`src/rtl/fft_pkg.sv`:
```
// Shared definitions for the FFT source- and sink-side controllers:
// default frame length, controller state encoding and I/Q packing order.
package fft_pkg;

    localparam int FFT_LEN_DEF = 8192;

    // Nonzero: real part occupies the upper half of a packed {real,imag} word.
    localparam int IQ_REAL_HI = 1;

    typedef enum logic [1:0] {
        ST_IDLE = 2'd0,
        ST_RECV = 2'd1,
        ST_DROP = 2'd2
    } fft_state_e;

endpackage

```
`src/rtl/fft_source_ctrl.sv`:
```
// Accepts FFT output beats, checks frame framing and error codes, and
// forwards each in-frame beat to the result FIFO one cycle later.
module fft_source_ctrl
    import fft_pkg::*;
#(
    parameter int FFT_LEN = FFT_LEN_DEF,
    parameter int DATA_W  = 16,
    localparam int IDX_W  = (FFT_LEN > 1) ? $clog2(FFT_LEN) : 1
) (
    input  logic                clk,
    input  logic                rst,
    input  logic                source_valid,
    input  logic                source_sop,
    input  logic                source_eop,
    input  logic [DATA_W-1:0]   source_real,
    input  logic [DATA_W-1:0]   source_imag,
    input  logic [5:0]          source_exp,
    input  logic [1:0]          source_error,
    output logic                source_ready,
    output logic                wr_fifo_en,
    output logic [2*DATA_W-1:0] wr_data,
    input  logic                wrfull,
    output logic [IDX_W-1:0]    bin_idx,
    output logic [5:0]          frame_exp,
    output logic                frame_done,
    output logic                frame_err
);

    localparam logic [IDX_W-1:0] LAST_IDX = IDX_W'(FFT_LEN - 1);
    localparam logic [IDX_W-1:0] CNT_ONE  = IDX_W'(1);

    fft_state_e          state_r, state_n;
    logic [IDX_W-1:0]    cnt_r, cnt_n;
    logic                err_flag_r, err_flag_n;
    logic                accept_s;
    logic                beat_err_s;
    logic [2*DATA_W-1:0] packed_s;
    logic                wr_en_n;
    logic [2*DATA_W-1:0] wr_data_n;
    logic [IDX_W-1:0]    bin_n;
    logic [5:0]          exp_n;
    logic                done_n;
    logic                ferr_n;

    // Backpressure: DROP sinks everything, otherwise follow the FIFO.
    always_comb begin
        if (state_r == ST_DROP) begin
            source_ready = 1'b1;
        end else begin
            source_ready = ~wrfull;
        end
    end

    assign accept_s   = source_valid & source_ready;
    assign beat_err_s = (source_error != 2'b00);
    assign packed_s   = (IQ_REAL_HI != 0) ? {source_real, source_imag}
                                          : {source_imag, source_real};

    // Next-state, bin counter and registered-output computation.
    always_comb begin
        state_n    = state_r;
        cnt_n      = cnt_r;
        err_flag_n = err_flag_r;
        wr_en_n    = 1'b0;
        wr_data_n  = wr_data;
        bin_n      = bin_idx;
        exp_n      = frame_exp;
        done_n     = 1'b0;
        ferr_n     = 1'b0;
        if (accept_s && source_sop) begin
            // A sop always opens a fresh frame at index 0, aborting any open one.
            wr_en_n    = 1'b1;
            wr_data_n  = packed_s;
            bin_n      = '0;
            exp_n      = source_exp;
            err_flag_n = beat_err_s;
            if (source_eop) begin
                state_n = ST_IDLE;
                cnt_n   = '0;
                if ((LAST_IDX == '0) && !beat_err_s && (state_r != ST_RECV)) begin
                    done_n = 1'b1;
                end else begin
                    ferr_n = 1'b1;
                end
            end else if (LAST_IDX == '0) begin
                state_n = ST_DROP;
                cnt_n   = '0;
                ferr_n  = 1'b1;
            end else begin
                state_n = ST_RECV;
                cnt_n   = CNT_ONE;
                ferr_n  = (state_r == ST_RECV);
            end
        end else if (accept_s) begin
            case (state_r)
                ST_IDLE: begin
                    ferr_n = 1'b1;
                end
                ST_RECV: begin
                    wr_en_n    = 1'b1;
                    wr_data_n  = packed_s;
                    bin_n      = cnt_r;
                    err_flag_n = err_flag_r | beat_err_s;
                    if (source_eop) begin
                        state_n = ST_IDLE;
                        cnt_n   = '0;
                        if ((cnt_r == LAST_IDX) && !(err_flag_r | beat_err_s)) begin
                            done_n = 1'b1;
                        end else begin
                            ferr_n = 1'b1;
                        end
                    end else if (cnt_r == LAST_IDX) begin
                        state_n = ST_DROP;
                        cnt_n   = '0;
                        ferr_n  = 1'b1;
                    end else begin
                        cnt_n = cnt_r + CNT_ONE;
                    end
                end
                ST_DROP: begin
                    if (source_eop) begin
                        state_n = ST_IDLE;
                    end else begin
                        state_n = ST_DROP;
                    end
                end
                default: begin
                    state_n = ST_IDLE;
                    cnt_n   = '0;
                end
            endcase
        end else begin
            state_n = state_r;
        end
    end

    // State, counter and output registers.
    always_ff @(posedge clk or posedge rst) begin
        if (rst) begin
            state_r    <= ST_IDLE;
            cnt_r      <= '0;
            err_flag_r <= 1'b0;
            wr_fifo_en <= 1'b0;
            wr_data    <= '0;
            bin_idx    <= '0;
            frame_exp  <= 6'd0;
            frame_done <= 1'b0;
            frame_err  <= 1'b0;
        end else begin
            state_r    <= state_n;
            cnt_r      <= cnt_n;
            err_flag_r <= err_flag_n;
            wr_fifo_en <= wr_en_n;
            wr_data    <= wr_data_n;
            bin_idx    <= bin_n;
            frame_exp  <= exp_n;
            frame_done <= done_n;
            frame_err  <= ferr_n;
        end
    end

endmodule

```
`config.mk`:
```
export PLATFORM = sky130hd
export DESIGN_NAME = fft_source_ctrl
export DESIGN_NICKNAME = d
export VERILOG_FILES = /design/src/rtl/fft_pkg.sv /design/src/rtl/fft_source_ctrl.sv
export SDC_FILE = /design/constraint.sdc
export NUM_CORES = 1
export LEC_CHECK = 0
export ABC_AREA = 1
export CORE_MARGIN = 4
export CORE_UTILIZATION = 46
export DETAILED_ROUTE_END_ITERATION = 12
export GPL_TIMING_DRIVEN = 0
export PLACE_DENSITY = 0.76
export SLEW_MARGIN = 20
export SYNTH_ARGS = -nofsm -noshare
export SYNTH_HDL_FRONTEND = slang
export SYNTH_SLANG_ARGS = --single-unit
```
`constraint.sdc`:
```
create_clock -name clk -period 2.63 [get_ports clk]
set_clock_uncertainty 0.05 [all_clocks]
set_input_delay 0.526 -clock clk [delete_from_list [all_inputs] [get_ports clk]]
set_output_delay 0.526 -clock clk [all_outputs]
set_load 0.02 [all_outputs]
```
==> impl_results.md, run 1 <==
- Max Clock Freq: around 430 MHz
- Gate power share: ~37%
- Psw: 1.34 mW
- Nets: 550
- Num Clock Sinks: 70
- Largest area contributor in the netlist: dfrtp_1
- RSZ-0062 raised after global routing: false
- Slowest cell on crit path: clkdlybuf4s50_1
- Initial antenna violation count: 0
- Post-Syn Nets: 438
- Status: complete, no violations
- Setup Buffers After CTS: 0
- Cell-internal power: approximately 2.5 mW
- Initial Util: 48.5%
- DP Cell Count: roughly 570
- Initial DRC count: roughly 150
- Worst endpoint required time: between 2 and 2.5 ns
- CP Launch Type: flop
- Switching Fraction: approximately a third
- Distinct cells, synth: 26
- Post-cts sizing count: 0
- Crit. End Element: output port
- CTS Buffer Depth: 2
- Mapped cell area: 3170 um^2
- Worst-Margin Slew: ~0.40 ns
- Remaining antenna violation count after routing: 0
- First-pass GRT wire length: around 13000 um
- EDFF count, synth: 0
- Hold_buf cts: 0
- Gr ovfl total: 0
- Post-Syn Area per Cell: between 8 and 9 um^2
- CTS tree: yes
- Setup CP Type: reg -> out
- Placed Instance Area: around 4300 um^2
- Root Buffer: clkbuf_8
- HP Class: reg -> reg
- Synth top area cells: dfrtp_1 55%, nand2_1 22%, inv_1 4.6%
- Largest net degree at the start of global routing: 50
- CP delay by family, top: buffers and inverters
- Core area: 6530 um^2
- Mapped Cells: between 300 and 400
- Most frequent cell after synthesis: nand2_1
- Seq pwr share: 38.6%
- Top cell type's share of synthesized area: between 50% and 60%
- Largest stage delay, worst path: 0.60 ns
- Vias in the first global route: between 2000 and 3000
- Area Overhead vs Synth: 42.4%
- Design Area, Final: around 4500 um^2
- CTS clk-pin slew, worst paths: 0.07 ns
- Row cnt: 29
- DR DRC count: 0
- DRT Pass-1 Iters: 4
- DIE WIDTH: 91.0 um
- PortBufs: 100
- Finished Layout Cells: roughly 580
- Share of post-route cells with drive strength above 1: about 8%
- VDD IR-drop max: between 0.0004 and 0.0005 V
- Top Ports: ~100
- Die H: roughly 91 um
- Vias: around 2800
- WL final: roughly 8100 um
- Total track usage: between 20% and 30%
- Pleak: around 2.3 nW
- Inserted Clock Buffers: 9
- Top cells by count, synth: 184 x nand2_1, 70 x dfrtp_1, 39 x inv_1, 18 x nand3_1, 18 x nor2_1
- Vias per cell: between 4 and 5
- Slew headroom: roughly three quarters
- #FFs+latches synth: 70
- Final hold viol count: 0
- H-tree depth: 3
- Max_cap viols: 0
- Routability congestion estimate from global placement: roughly 0.86
- DR WL/cell: between 10 and 15 um
- Pwr/cell area: around 860 nW/um^2
- Clk_lat worst skew: 0.34 ns
- Max-slew violation count: 0
- Clock power share: between 20 and 25%
- ANT cells: 0
- CP Cell Sequence: inv_1, ha_1, inv_2, nand2_4, clkdlybuf4s50_1
- Ys Warns: 0
- Sequential fraction of the synthesis area: a little under three fifths
- Setup violations, final: 0
- Asr flop ratio synth: 100%
- Ys flop type: dfrtp_1
- Die area: slightly above 8000 um^2
- CP bufs+invs: 3
- Worst-path fanout max: 3
- Dpl hpwl: approximately 5800 um
- Crit path time final: 2.33 ns
- WP data arrival: approximately 1.8 ns
- Final period utilization: 88.6%
-- flip-flops by register name, indices dropped and copies added, names as in the netlist --
| signal | flops |
|---|---|
| bin_idx | 13 |
| cnt_r | 13 |
| err_flag_r | 1 |
| frame_done | 1 |
| frame_err | 1 |
| frame_exp | 6 |
| state_r | 2 |
| wr_data | 32 |
| wr_fifo_en | 1 |
-- placed cells by master, fill, tap and decap left out, types with 3 or more instances in the layout --
master / netlist / layout
nand3_1: 18 / 18
ha_1: 4 / 4
inv_2: 3 / 3
buf_2: 8 / 8
inv_1: 39 / 38
a21oi_1: 3 / 3
o21ai_1: 7 / 7
nand4_1: 7 / 7
nand2_4: 3 / 3
nand2_1: 184 / 184
dfrtp_1: 70 / 70
clkbuf_8: 0 / 9
nor2_1: 18 / 18
o21ai_0: 9 / 9
clkdlybuf4s50_1: 0 / 100
-- worst reg2reg max path: cells and delay by family, from the launching register on --
kind            cells  cell delay [ns]
simple gates        1             0.09
buf+inv             4             0.60
compound gates      2             0.36
fa+ha+maj           1             0.24
flops               1             0.41
-- per-stage QoR --
step	power [mW]	setup slack [ns]	util, %	TNS [ns]	hold slack (ns)
floorplan	2.23	0.286	-	0	0.417
global placement	2.89	-0.860	65.3	-59.97	0.403
detailed placement	2.94	0.377	65.7	0	0.408
CTS	3.89	0.286	69.0	0	0.426
global route	4.07	0.209	69.0	0	0.447
finish	3.86	0.299	69.0	0	0.425
-- routing by layer --
metal | vias to the layer above | routed length (um) | share of wire [%] | GRT usage, %
met1 | 1320 | 3660 | 45 | 27.1
met2 | 97 | 3860 | 48 | 32.0
met4 | 0 | 54 | 0.67 | 8.04
met3 | 5 | 496 | 6.1 | 4.30
li1 | 1416 | - | - | -
met5 | - | 0 | 0 | 0
-- kinds of logic (layout without fill, tap and decap cells) --
group	Yosys count	count (layout)	share of synthesized area, %
compound gates	24	24	4.74
xor+xnor	1	1	0.277
fa+ha+maj	4	4	1.58
buf+inv	52	169	6.76
flops	70	70	55.3
simple gates	237	237	31.3
-- final cells by class --
type	count	area [um^2]
Sequential cell	70	1750
Multi-Input combinational cell	266	1200
Clock buffer	10	128
Fill cell	541	2020
Clock inverter	6	86.3
Inverter	42	160
Buffer	10	56.3
Tap cell	77	96.3
Timing Repair Buffer	101	1030
-- final timing paths --
check / start / endpoint / slack, ns / cells past startpoint
max: state_r[0]$_DFFE_PP0P_ / source_ready / 0.30 / 5
min: wr_data[8]$_DFFE_PP0P_ / wr_data[8]$_DFFE_PP0P_ / 0.42 / 2
max reg2reg: state_r[1]$_DFFE_PP0P_ / bin_idx[2]$_DFFE_PP0P_ / 0.76 / 8
min reg2reg: wr_data[8]$_DFFE_PP0P_ / wr_data[8]$_DFFE_PP0P_ / 0.42 / 2
max in group asynchronous: rst / bin_idx[9]$_DFFE_PP0P_ / 1.57 / 3
min in group asynchronous: rst / wr_data[23]$_DFFE_PP0P_ / 0.44 / 2
-- power by group through the flow --
stage | sequential [mW] | clock (mW) | combinational (mW)
6_report | 1.49 | 0.945 | 1.42
5_1_grt | 1.52 | 1.01 | 1.54
4_1_cts | 1.49 | 0.960 | 1.44
3_5_place_dp | 1.51 | 0 | 1.43
3_3_place_gp | 1.49 | 0 | 1.39
2_1_floorplan | 1.80 | 0 | 0.429
No activity file was read; power rests on OpenSTA's default activity.
==> inputs of run 2 (changes only) <==
- SLEW_MARGIN: 20 -> unset
==> run 2 against run 1 <==
Critical path depth did not move. Via count fell by 0.67%. Utilization fell by 0.61 points. Sequential share of layout area rose by 0.35 points. Clock power fell by 6.6%. Power fell by 2.1%. Highest routed layer unchanged.
==> impl_results.md, run 2 (synthesized netlist as in run 1, its figures left out) <==
- Status: complete, no violations
- Root Buffer: clkbuf_8
- Post-cts sizing count: 0 (unchanged)
- Pwr/cell area: 846 nW/um^2 (-1.2%)
- Setup violations, final: 0 (unchanged)
- Worst R2R Setup Slack: 0.80 ns (+0.04 ns)
- Biggest register: wr_data
- Crit path time final: 2.34 ns (+0.00920 ns)
- Final period utilization: 89.0% (+0.35 points)
- Register area: 1750 um^2 (unchanged)
- Max_cap viols: 0 (unchanged)
- Hold_buf cts: 0 (unchanged)
- Share of post-route cells with drive strength above 1: 7.74% (-0.38 points)
- Top Registers: wr_data: 32 flops, bin_idx: 13 flops, cnt_r: 13 flops
- Worst-Margin Slew: 0.845 ns (+0.449 ns)
- WP data arrival: 1.76 ns (about the same)
- Setup TNS: 0 ns (unchanged)
- Setup CP Type: reg -> out
- VDD IR-drop max: 0.000416 V (-2.4%)
- Sink of the worst hold path: wr_data[8]$_DFFE_PP0P_
- CP Cell Sequence: inv_1, ha_1, inv_2, nand2_4, clkdlybuf4s50_1
- Origin of the critical flop-to-flop path: state_r[1]$_DFFE_PP0P_
- Initial Util: 48.5% (unchanged)
- Setup Buffers After CTS: 0 (unchanged)
- DRT Pass-1 Iters: 4 (unchanged)
- DIE WIDTH: 91.0 um (unchanged)
- Routability congestion estimate from global placement: 0.865 (unchanged)
- HP Class: reg -> reg
- Initial DRC count: 164 (+12%)
- Dpl hpwl: 5720 um (-2.1%)
- Total track usage: 19.5% (-0.64 points)
- Most frequent cells in the layout: 184 x nand2_1, 100 x clkdlybuf4s50_1, 70 x dfrtp_1, 38 x inv_1
- Largest net degree at the start of global routing: 71 (+42%)
- WL final: 7720 um (-4.4%)
- CP Launch Type: flop
- Top Ports: 101 (unchanged)
- Crit. End Element: output port
- DR WL/cell: 13.3 um (-4.2%)
- Initial antenna violation count: 0 (unchanged)
- Final core occ: 68.4% (-0.61 points)
- ANT cells: 0 (unchanged)
- Placed Instance Area: 4270 um^2 (-0.64%)
- Num Clock Sinks: 70 (unchanged)
- Max reg flops: 32 (unchanged)
- Finished Layout Cells: 581 (-0.17%)
- CTS Buffer Depth: 2 (unchanged)
- Die area: 8270 um^2 (unchanged)
- Max Clock Freq: 427 MHz (-0.39%)
- Worst-path fanout max: 3 (unchanged)
- Row cnt: 29 (unchanged)
- Post-route setup slack: 0.290 ns (-0.00920 ns)
- Pleak: 2.25 nW (-0.85%)
- Worst endpoint required time: 2.05 ns (about the same)
- RSZ-0062 raised after global routing: false
- Final hold viol count: 0 (unchanged)
- Nets: 549 (-0.18%)
- Vias: 2819 (-0.67%)
- Clk_lat worst skew: 0.34 ns (about the same)
- Vias per cell: 4.85 (-0.50%)
- Slew headroom: 43.7% (-30 points)
- DP Cell Count: 565 (-0.18%)
- H-tree depth: 3 (unchanged)
- Inserted Clock Buffers: 9 (unchanged)
- Hold depth: 2 (unchanged)
- Slowest cell on crit path: clkdlybuf4s50_1
- FILL cells: 552 (+2.0%)
- Post-place setup slack: 0.376 ns (-0.000807 ns)
- Max-slew violation count: 0 (unchanged)
- Design Area, Final: 4470 um^2 (-0.89%)
- Largest stage delay, worst path: 0.60 ns (about the same)
- CTS clk-pin slew, worst paths: 0.07 ns (about the same)
- First-pass GRT wire length: 13200 um (-2.4%)
- Die H: 91.0 um (unchanged)
- Area Overhead vs Synth: 41.1%
- Core area: 6530 um^2 (unchanged)
- PortBufs: 100 (unchanged)
- Worst hold start: wr_data[8]$_DFFE_PP0P_
- Commonest non-fill, non-tap cell in the layout: nand2_1
- Vias in the first global route: 2759 (-1.5%)
- Gr ovfl total: 0 (unchanged)
- RR Endpoint: bin_idx[12]$_DFFE_PP0P_
- Remaining antenna violation count after routing: 0 (unchanged)
- Worst r2r path cells: 8 (unchanged)
- DR DRC count: 0 (unchanged)
- CTS tree: yes
- Area occupied by multi-input gates: 1200 um^2 (unchanged)
==> run 2: worst max path at each step <==
stage / start / to / cells past startpoint
after CTS: state_r[0]$_DFFE_PP0P_ / source_ready / 5
after global placement: rst / bin_idx[10]$_DFFE_PP0P_ / 2
final: state_r[0]$_DFFE_PP0P_ / source_ready / 5
after detailed placement: wrfull / source_ready / 3
after global routing: state_r[0]$_DFFE_PP0P_ / source_ready / 5
after floorplan: rst / bin_idx[0]$_DFFE_PP0P_ / 1
==> run 2: layout make-up <==
type | count | share of cell area, %
Buffer | 10 | 1.26
Sequential cell | 70 | 39.2
Clock inverter | 3 | 0.952
Clock buffer | 13 | 3.56
Timing Repair Buffer | 100 | 22.4
Tap cell | 77 | 2.16
Inverter | 42 | 3.59
Multi-Input combinational cell | 266 | 26.9
==> run 2: worst max-delay path, delay by kind of cell (launching register included) <==
family / cells / cell delay, ns
buf+inv: 3 / 0.75
flops: 1 / 0.41
fa+ha+maj: 1 / 0.19
simple gates: 1 / 0.07
==> run 2: where the power goes <==
part	internal, mW	switching [mW]	total, mW
clock network	0.489	0.393	0.883
logic	0.637	0.771	1.41
registers	1.34	0.143	1.49
total	2.47	1.31	3.78
==> run 2: per-stage QoR <==
stage               hold WS (ns)  power, mW
floorplan                  0.417       2.23
global placement           0.403       2.89
detailed placement         0.408       2.93
CTS                        0.425       3.81
global route               0.446       3.98
finish                     0.423       3.78
==> run 2: per-layer routing <==
metal / wire length, um / vias up / GRT usage, %
met5: 0 / - / 0
met2: 3550 / 101 / 30.0
li1: - / 1416 / -
met3: 482 / 16 / 3.64
met4: 149 / 0 / 8.79
met1: 3530 / 1286 / 27.0
